--- config.mk ---
export PLATFORM = sky130hd
export DESIGN_NAME = st_buf
export DESIGN_NICKNAME = d
export VERILOG_FILES = /design/src/rtl/st_buf_pkg.sv /design/src/rtl/st_buf_align.sv /design/src/rtl/st_buf.sv
export SDC_FILE = /design/constraint.sdc
export NUM_CORES = 1
export LEC_CHECK = 0
export ABC_AREA = 1
export BUFFER_PORTS_ARGS = -buffer_cell sky130_fd_sc_hd__buf_4
export CAP_MARGIN = 20
export CORE_MARGIN = 4
export CORE_UTILIZATION = 59
export DETAILED_ROUTE_END_ITERATION = 16
export GPL_ROUTABILITY_DRIVEN = 1
export PLACE_DENSITY_LB_ADDON = 0.1
export SYNTH_ARGS = -nofsm -noshare
export SYNTH_HDL_FRONTEND = slang
export SYNTH_SLANG_ARGS = --single-unit
--- constraint.sdc ---
create_clock -name clk -period 7.6 [get_ports clk]
set_input_delay 1.14 -clock clk [delete_from_list [all_inputs] [get_ports clk]]
set_output_delay 1.14 -clock clk [all_outputs]
set_load 0.02 [all_outputs]
--- src/rtl/st_buf_pkg.sv ---
// Shared load/store control encodings for the memory stage.
package st_buf_pkg;

  typedef enum logic [1:0] {
    ST_NONE = 2'b00,
    ST_B    = 2'b01,
    ST_H    = 2'b10,
    ST_W    = 2'b11
  } st_ctr_e;

  typedef enum logic [2:0] {
    LD_NONE = 3'b000,
    LD_B    = 3'b001,
    LD_H    = 3'b010,
    LD_W    = 3'b011,
    LD_BU   = 3'b101,
    LD_HU   = 3'b110
  } ld_ctr_e;

endpackage

--- src/rtl/st_buf_align.sv ---
// Store lane alignment: byte enables, replicated write data and misalignment detect.
module st_align
  import st_buf_pkg::*;
(
  input  logic [1:0]  st_ctr_i,
  input  logic [1:0]  addr_i,
  input  logic [31:0] wdata_i,
  output logic [3:0]  be_o,
  output logic [31:0] data_o,
  output logic        misalign_o
);

  always_comb begin
    be_o       = 4'b0000;
    data_o     = 32'h0;
    misalign_o = 1'b0;
    unique case (st_ctr_e'(st_ctr_i))
      ST_B: begin
        be_o   = 4'b0001 << addr_i;
        data_o = {4{wdata_i[7:0]}};
      end
      ST_H: begin
        be_o       = addr_i[1] ? 4'b1100 : 4'b0011;
        data_o     = {2{wdata_i[15:0]}};
        misalign_o = addr_i[0];
      end
      ST_W: begin
        be_o       = 4'b1111;
        data_o     = wdata_i;
        misalign_o = (addr_i != 2'b00);
      end
      default: ;
    endcase
  end

endmodule

--- src/rtl/st_buf.sv ---
// Store buffer: circular FIFO of aligned word writes drained to data memory.
module st_buf
  import st_buf_pkg::*;
#(
  parameter int unsigned DEPTH = 2
) (
  input  logic        clk,
  input  logic        rst,
  input  logic        st_valid,
  input  logic [1:0]  ST_CTR,
  input  logic [31:0] addr,
  input  logic [31:0] wdata,
  output logic        st_ready,
  output logic        st_misalign,
  output logic        dm_req,
  output logic [31:0] dm_addr,
  output logic [31:0] dm_wdata,
  output logic [3:0]  dm_be,
  input  logic        dm_ack,
  input  logic [29:0] ld_addr,
  output logic        ld_conflict
);

  localparam int unsigned PtrW = (DEPTH > 1) ? $clog2(DEPTH) : 1;
  localparam int unsigned CntW = PtrW + 1;
  localparam logic [CntW-1:0] Full = CntW'(DEPTH);

  logic [CntW-1:0] count_q, count_d;
  logic [PtrW-1:0] head_q, head_d, tail_q, tail_d;
  logic            misalign_q, misalign_d;
  logic [DEPTH-1:0] valid_q, valid_d;
  logic [29:0]     addr_q [DEPTH];
  logic [31:0]     data_q [DEPTH];
  logic [3:0]      be_q   [DEPTH];

  logic [3:0]  al_be;
  logic [31:0] al_data;
  logic        al_misalign;
  logic        req_live, push, pop;

  st_align u_align (
    .st_ctr_i   (ST_CTR),
    .addr_i     (addr[1:0]),
    .wdata_i    (wdata),
    .be_o       (al_be),
    .data_o     (al_data),
    .misalign_o (al_misalign)
  );

  assign st_ready    = (count_q < Full);
  assign st_misalign = misalign_q;
  assign dm_req      = (count_q != '0);
  assign dm_addr     = {addr_q[head_q], 2'b00};
  assign dm_wdata    = data_q[head_q];
  assign dm_be       = be_q[head_q];

  assign req_live = st_valid & st_ready & (st_ctr_e'(ST_CTR) != ST_NONE);
  assign push     = req_live & ~al_misalign;
  assign pop      = dm_req & dm_ack;

  always_comb begin
    count_d    = count_q;
    head_d     = head_q;
    tail_d     = tail_q;
    valid_d    = valid_q;
    misalign_d = req_live & al_misalign;
    if (pop) begin
      head_d          = head_q + PtrW'(1);
      valid_d[head_q] = 1'b0;
    end
    if (push) begin
      tail_d          = tail_q + PtrW'(1);
      valid_d[tail_q] = 1'b1;
    end
    // Push and pop together leave occupancy unchanged.
    if (push && !pop) begin
      count_d = count_q + CntW'(1);
    end else if (pop && !push) begin
      count_d = count_q - CntW'(1);
    end
  end

  always_comb begin
    ld_conflict = 1'b0;
    for (int i = 0; i < DEPTH; i++) begin
      if (valid_q[i] && (addr_q[i] == ld_addr)) begin
        ld_conflict = 1'b1;
      end
    end
  end

  always_ff @(posedge clk) begin
    if (rst) begin
      count_q    <= '0;
      head_q     <= '0;
      tail_q     <= '0;
      valid_q    <= '0;
      misalign_q <= 1'b0;
      for (int i = 0; i < DEPTH; i++) begin
        addr_q[i] <= '0;
        data_q[i] <= '0;
        be_q[i]   <= '0;
      end
    end else begin
      count_q    <= count_d;
      head_q     <= head_d;
      tail_q     <= tail_d;
      valid_q    <= valid_d;
      misalign_q <= misalign_d;
      if (push) begin
        addr_q[tail_q] <= addr[31:2];
        data_q[tail_q] <= al_data;
        be_q[tail_q]   <= al_be;
      end
    end
  end

endmodule

# Yosys cells after proc, flatten, opt, wreduce, memory -nomap -nowiden
# Memories as Yosys holds them, arrays and structs flattened. A register that Yosys moved wholly into a read port is not among the register bits.
# Cells that the tools add are included.
[totals] reg_bits=7 mem_bits_rw=132 in_bits=100 out_inout_bits=72 elab_cells=81 mem_count=3
[op_classes] addsub=4 magnitude_cmp=5 eq_ne=5 n_shift=1 n_mux=34 bitwise=9 n_reduce_logical=15
[mem_list] memory="data_q" depth=2 width=32 rd=1 rd_ports_with_merged_regs=1 wr=2 line_no="st_buf.sv:33" source="logic [31:0] data_q [DEPTH];"
[mem_list] memory="addr_q" depth=2 width=30 rd=3 rd_ports_with_merged_regs=1 wr=2 line_no="st_buf.sv:32" source="logic [29:0] addr_q [DEPTH];"
[mem_list] memory="be_q" depth=2 width=4 rd=1 rd_ports_with_merged_regs=1 wr=2 line_no="st_buf.sv:34" source="logic [3:0] be_q [DEPTH];"
[op_table] op="$pmux 32 s3" count=1
[op_table] op="$eq 30x30->1" count=2
[op_table] op="$mux 32" count=1
[op_table] op="$reduce_or 32->1" count=1
[op_table] op="$mux 30" count=1
[op_table] op="$reduce_or 30->1" count=1
[op_table] op="$mux 1" count=21
[op_table] op="$pmux 4 s3" count=1
[op_table] op="$mux 2" count=4
[op_table] op="$mux 4" count=2
[op_table] op="$reduce_bool 2->1" count=4
[op_table] op="$logic_and 1x1->1" count=6
[op_table] op="$and 1x1->1" count=5
[op_table] op="$eq 2x2->1 const B" count=2
[op_table] op="$lt 1x2->1 const B" count=2
[op_table] op="$reduce_or 4->1" count=1
[op_table] op="$shl 1x2->4 const A" count=1
[op_table] op="$add 1x1->1 const B" count=2
[op_table] op="$add 2x1->2 const B" count=1
[op_table] op="$and 2x2->2" count=1
[op_table] op="$demux 1 s1" count=2
[op_table] op="$eq 2x1->1 const B" count=1
[op_table] op="$ge 1x1->1 const B" count=2
[op_table] op="$logic_not 1->1" count=2
[op_table] op="other kinds (6)" count=6

# Depth between registers and ports, before layout
[depth] ltp_word=9 ltp_mapped=11 mapped_depth_nobuf=10

# Cells and area by module
# A second synthesis with hierarchy kept.
[hier_totals] cells_unflattened=912 area_unflattened_um2=7812.5
[by_module_without_submodules] mod="st_buf" instances=1 cells_per_inst=797 area_each_um2=7151.9 seq_area_each_um2=4124.0
[by_module_without_submodules] mod="st_align" instances=1 cells_per_inst=115 area_each_um2=660.6 seq_area_each_um2=0.0

# Worst setup path before layout
# OpenSTA, ideal clock, no wires.
[synth_path] path_kind="input port to flip-flop" from="input ST_CTR[1]" to="memory addr_q[0][0], enable pin" setup_time_ns=0.426 arrival_ns=3.419 required_time_ns=7.174 setup_slack_ns=3.755 cell_stages=10 path_buffers=3 path_cell_list="buf_4 -> inv_2 -> o22ai_2 -> inv_2 -> nand2_2 -> nor2_1 -> nand2_2 -> buf_6 -> buf_6 -> nand2_1"
[synth_lines] element="start: declaration" line_no="st_buf.sv:10" source="input logic [1:0] ST_CTR,"
[synth_lines] element="end: declaration" line_no="st_buf.sv:32"

# Worst setup path after layout
[layout_path] from="input ld_addr[26]" to="output ld_conflict"
[layout_via] elab_chain_len=4 elab_cells_between_ends=6 classes_between="eq/ne: 2; mux: 2; reduce/logical: 2"
[layout_rtl] element="start: declaration" line_no="st_buf.sv:20" source="input logic [29:0] ld_addr,"
[layout_rtl] element="$eq 30x30->1" line_no="st_buf.sv:86" source="if (valid_q[i] && (addr_q[i] == ld_addr)) begin"
[layout_rtl] element="$logic_and 1x1->1" line_no="st_buf.sv:86"
[layout_rtl] element="$mux 1" line_no="st_buf.sv:86"
[layout_rtl] element="$mux 1 (*)" line_no="st_buf.sv:86"
[layout_rtl] element="end: declaration" line_no="st_buf.sv:21" source="output logic ld_conflict"
# Mark *: on every way between the ends. The rest lies on a longest branch, timed or not.

==> flow_metrics.py <==
metrics = {
    "placed_design": {
        "dp_slack_ns": 4.13,
        "numPortBuffers": 169,
        "dp.cells": 1183,
        "dp_hpwl_mm": 13.3,
        "placed_area_um2": 8790,
        "gp_congestion": 0.872,
    },
    "setup_path": {
        "cp_top_family": "simple AND/OR/NAND/NOR gates",
        "critPathBufInv": 2,
        "crit_fanout": 3,
        "path_cells": "buf_4 -> xnor2_1 -> nand2_1 -> nor2_1 -> nand2_1 -> nor2_1 -> nand2_1 -> nand2_1 -> buf_4",
        "ff2ff_setup_slack_ns": 5.09,
        "cp_slowest_stage_delay_ns": 0.24,
        "required_ns": 6.46,
        "crit_top_cell": "nand2_1",
        "crit_slowest_cell": "xnor2_1",
        "worstSetupEndpointType": "output port",
        "start_kind": "input pin",
        "worstSetupPathType": "in -> out",
        "cp_data_arrival_time_ns": 2.19,
    },
    "synth": {
        "synth.top_cell.area_share": 0.532,
        "synth_compound_area_frac": 0.0558,
        "yosysTopAreaCell": "edfxtp_1",
        "synthAdderAreaFrac": 0.00168,
        "synth_most_common_cell": "nand2_1",
        "postSynthCellCount": 871,
        "synth_edf_count": 132,
        "yosys.area_share.xor_xnor": 0.0141,
        "synth_top_flop_cell": "edfxtp_1",
        "ys_warn_count": 0,
        "syn_area_um2": 7450,
        "synth.area.mux_share": 0.0574,
        "synthSimpleGateAreaFrac": 0.205,
        "yosys_register_bits": 140,
        "synth_top_family_by_area": "simple AND/OR/NAND/NOR gates",
        "syn_area_per_cell_um2": 8.55,
        "async_flop_share": 0,
        "synth.area.top_cells": "edfxtp_1 53%, nand2_1 10%, nor2_1 8.9%",
        "netlist_top_cells_count": "208 x nand2_1, 177 x nor2_1, 172 x inv_1, 132 x edfxtp_1, 44 x o21ai_0",
        "ys_seq_area_frac": 0.553,
        "synth.distinct_cells": 29,
    },
    "die": {
        "fp-row-count": 40,
        "io_pins": 172,
        "die_h_um": 120,
        "coreArea_um2": 12200,
        "start_util": 0.613,
        "die_w_um": 120,
        "die_area_um2": 14500,
    },
    "power_and_ir_drop": {
        "ir_worst_vdd_uv": 180,
        "power.internal_w": 0.00158,
        "p_seq_frac": 0.429,
        "p_sw_frac": 0.300,
        "p_clk_frac": 0.341,
        "cellPowerDensity_nw_per_um2": 241,
        "p_comb_frac": 0.231,
        "power.leakage_nw": 4.51,
        "power_switching_w": 0.000676,
    },
    "sta": {
        "setup_viol": 0,
        "hold_viol_final": 0,
        "rsz0062_at_grt": "no",
        "drv_slew": 0,
        "maxSlewHeadroom": 0.318,
        "max_slew.worst_pin.slew_ns": 1.02,
        "skew_ns": 0.0133,
        "final.setup.tns_ns": 0,
        "finalWorstSetupSlack_ns": 4.27,
        "timing.final.crit_share": 0.438,
        "fmax_ghz": 0.301,
        "min_period_ns": 3.33,
    },
    "run": {
        "maxCapViolations": 0,
    },
    "clock_tree": {
        "clk_pin_slew_ns": 0.06,
        "cts_buffers": 17,
        "cts_tree": "done",
        "cts_resized": 0,
        "worst_skew_pair.late_latency_ns": 0.43,
        "cts_buffer_depth": 2,
        "ctsHoldBuffers": 0,
        "h-tree-depth": 4,
        "cts_root_buffer": "clkbuf_16",
        "cts_setup_buffers": 0,
        "clock-sinks": 140,
    },
    "detailed_routing": {
        "wl_per_cell_um": 15.4,
        "drtPass1Iterations": 5,
        "ant_nets": 0,
        "route.vias.total": 6106,
        "dr.max_layer_used": "met4",
        "drt-vias-per-instance": 5.03,
        "routed_wl_mm": 18.7,
        "drcViolationCount": 0,
        "dr.first_iter.drc_count": 468,
        "wl_met3_mm": 1.44,
        "routed-wl-met2_mm": 9.34,
        "wl_met1_mm": 7.25,
    },
    "layout": {
        "layout.nets": 1135,
        "final_cells": 1215,
        "fillCellCount": 925,
        "drive_gt1_frac": 0.242,
        "fin_area_um2": 9350,
        "area_delta_synth_final_pct": 25.4,
        "antennaDiodeCount": 0,
    },
    "grt": {
        "grt_start_max_net_pins": 95,
        "grt_antenna_before_repair": 0,
        "gr-total-overflow": 0,
        "grt_pass1_wl_mm": 29.0,
        "grtUsageTotal": 0.264,
        "grt_pass1_vias": 5919,
    },
    "outcome": {
        "status": "finished clean",
    },
    "hold_path": {
        "hold_class": "reg -> reg",
    },
}
-- worst register-to-register path: stages, from the launching register on --
cell and delay [ns]:
dfxtp_1 0.30, inv_1 0.16, nand2_1 0.11, nor2_1 0.12
nand2_2 0.09, inv_2 0.07, nand3_2 0.07, nand2_2 0.62
buf_4 0.57
-- cells by family after synthesis --
family	count (synthesis)
muxes	38
and+or+nand+nor	398
xor gates and xnor gates	12
AOI/OAI and AO/OA	76
buffers and inverters	205
DFF	140
adders and majority gates	1
other	1
-- power by group through the flow --
stage,logic (W),registers [W],clock network (W)
floorplan,0.000336,0.000941,0
global placement,0.000517,0.000980,0
detailed placement,0.000520,0.000983,0
CTS,0.000524,0.000967,0.000774
global route,0.000562,0.000977,0.000813
finish,0.000520,0.000966,0.000768
-- final timing paths --
| kind | depth (start not counted) | from | to |
|---|---|---|---|
| worst min register to register | 2 | valid_q[0] | valid_q[0] |
| worst max register to register | 8 | count_q[1] | data_q[1][11] |
| worst max-delay path | 9 | ld_addr[26] | ld_conflict |
| worst min-delay path | 2 | valid_q[0] | valid_q[0] |
-- flip-flops by register name (all words and copies together), names as in the netlist, named ones only --
signal and flops:
addr_q 60, be_q 8, count_q 2, data_q 64, head_q 1, st_misalign 1
tail_q 1, valid_q 2
-- area by class of cell --
| cell class | instances | area (µm²) | share of cell area |
|---|---|---|---|
| multi-input combinational | 527 | 2500 | 0.267 |
| clock inverter | 13 | 120 | 0.0129 |
| timing repair buffer | 173 | 1300 | 0.139 |
| sequential | 140 | 4130 | 0.442 |
| clock buffer | 19 | 433 | 0.0463 |
| tap | 168 | 210 | 0.0225 |
| inverter | 175 | 657 | 0.0703 |
-- metrics by stage --
step / utilization / hold WS [ns] / total power, W
2_1_floorplan: - / 0.450 / 0.00128
3_3_place_gp: 0.723 / 0.464 / 0.00150
3_5_place_dp: 0.723 / 0.470 / 0.00150
4_1_cts: 0.769 / 0.479 / 0.00227
5_1_grt: 0.769 / 0.514 / 0.00235
6_report: 0.769 / 0.475 / 0.00225
-- cells in the final DEF (no fill, tap or decap) --
| master | n |
|---|---|
| nor2_1 | 177 |
| dfxtp_4 | 1 |
| clkbuf_16 | 17 |
| a31oi_1 | 2 |
| buf_4 | 173 |
| nand3_1 | 3 |
| nand4_1 | 4 |
| o31ai_1 | 2 |
| clkbuf_1 | 2 |
| nand2_1 | 206 |
| nor2_2 | 1 |
| conb_1 | 2 |
| dfxtp_1 | 7 |
| nand2_2 | 5 |
| edfxtp_1 | 132 |
| nand3_2 | 1 |
| o21ai_0 | 44 |
| clkinv_2 | 2 |
| inv_1 | 172 |
| inv_6 | 2 |
| clkinvlp_4 | 6 |
| nor4_1 | 1 |
| a21oi_1 | 19 |
| mux2_2 | 38 |
| a221oi_1 | 4 |
| clkinv_4 | 2 |
| o22ai_1 | 4 |
| ha_1 | 1 |
| xor2_1 | 2 |
| bufinv_16 | 1 |
| xnor2_1 | 10 |
| inv_2 | 3 |
| o22ai_2 | 1 |
-- per-layer routing --
layer	global-route usage	vias to the layer above
met4	0.130	0
met5	0	-
met2	0.443	244
met3	0.0692	47
li1	-	3036
met1	0.317	2779
Note: power is estimated with default switching activity, not from simulation.
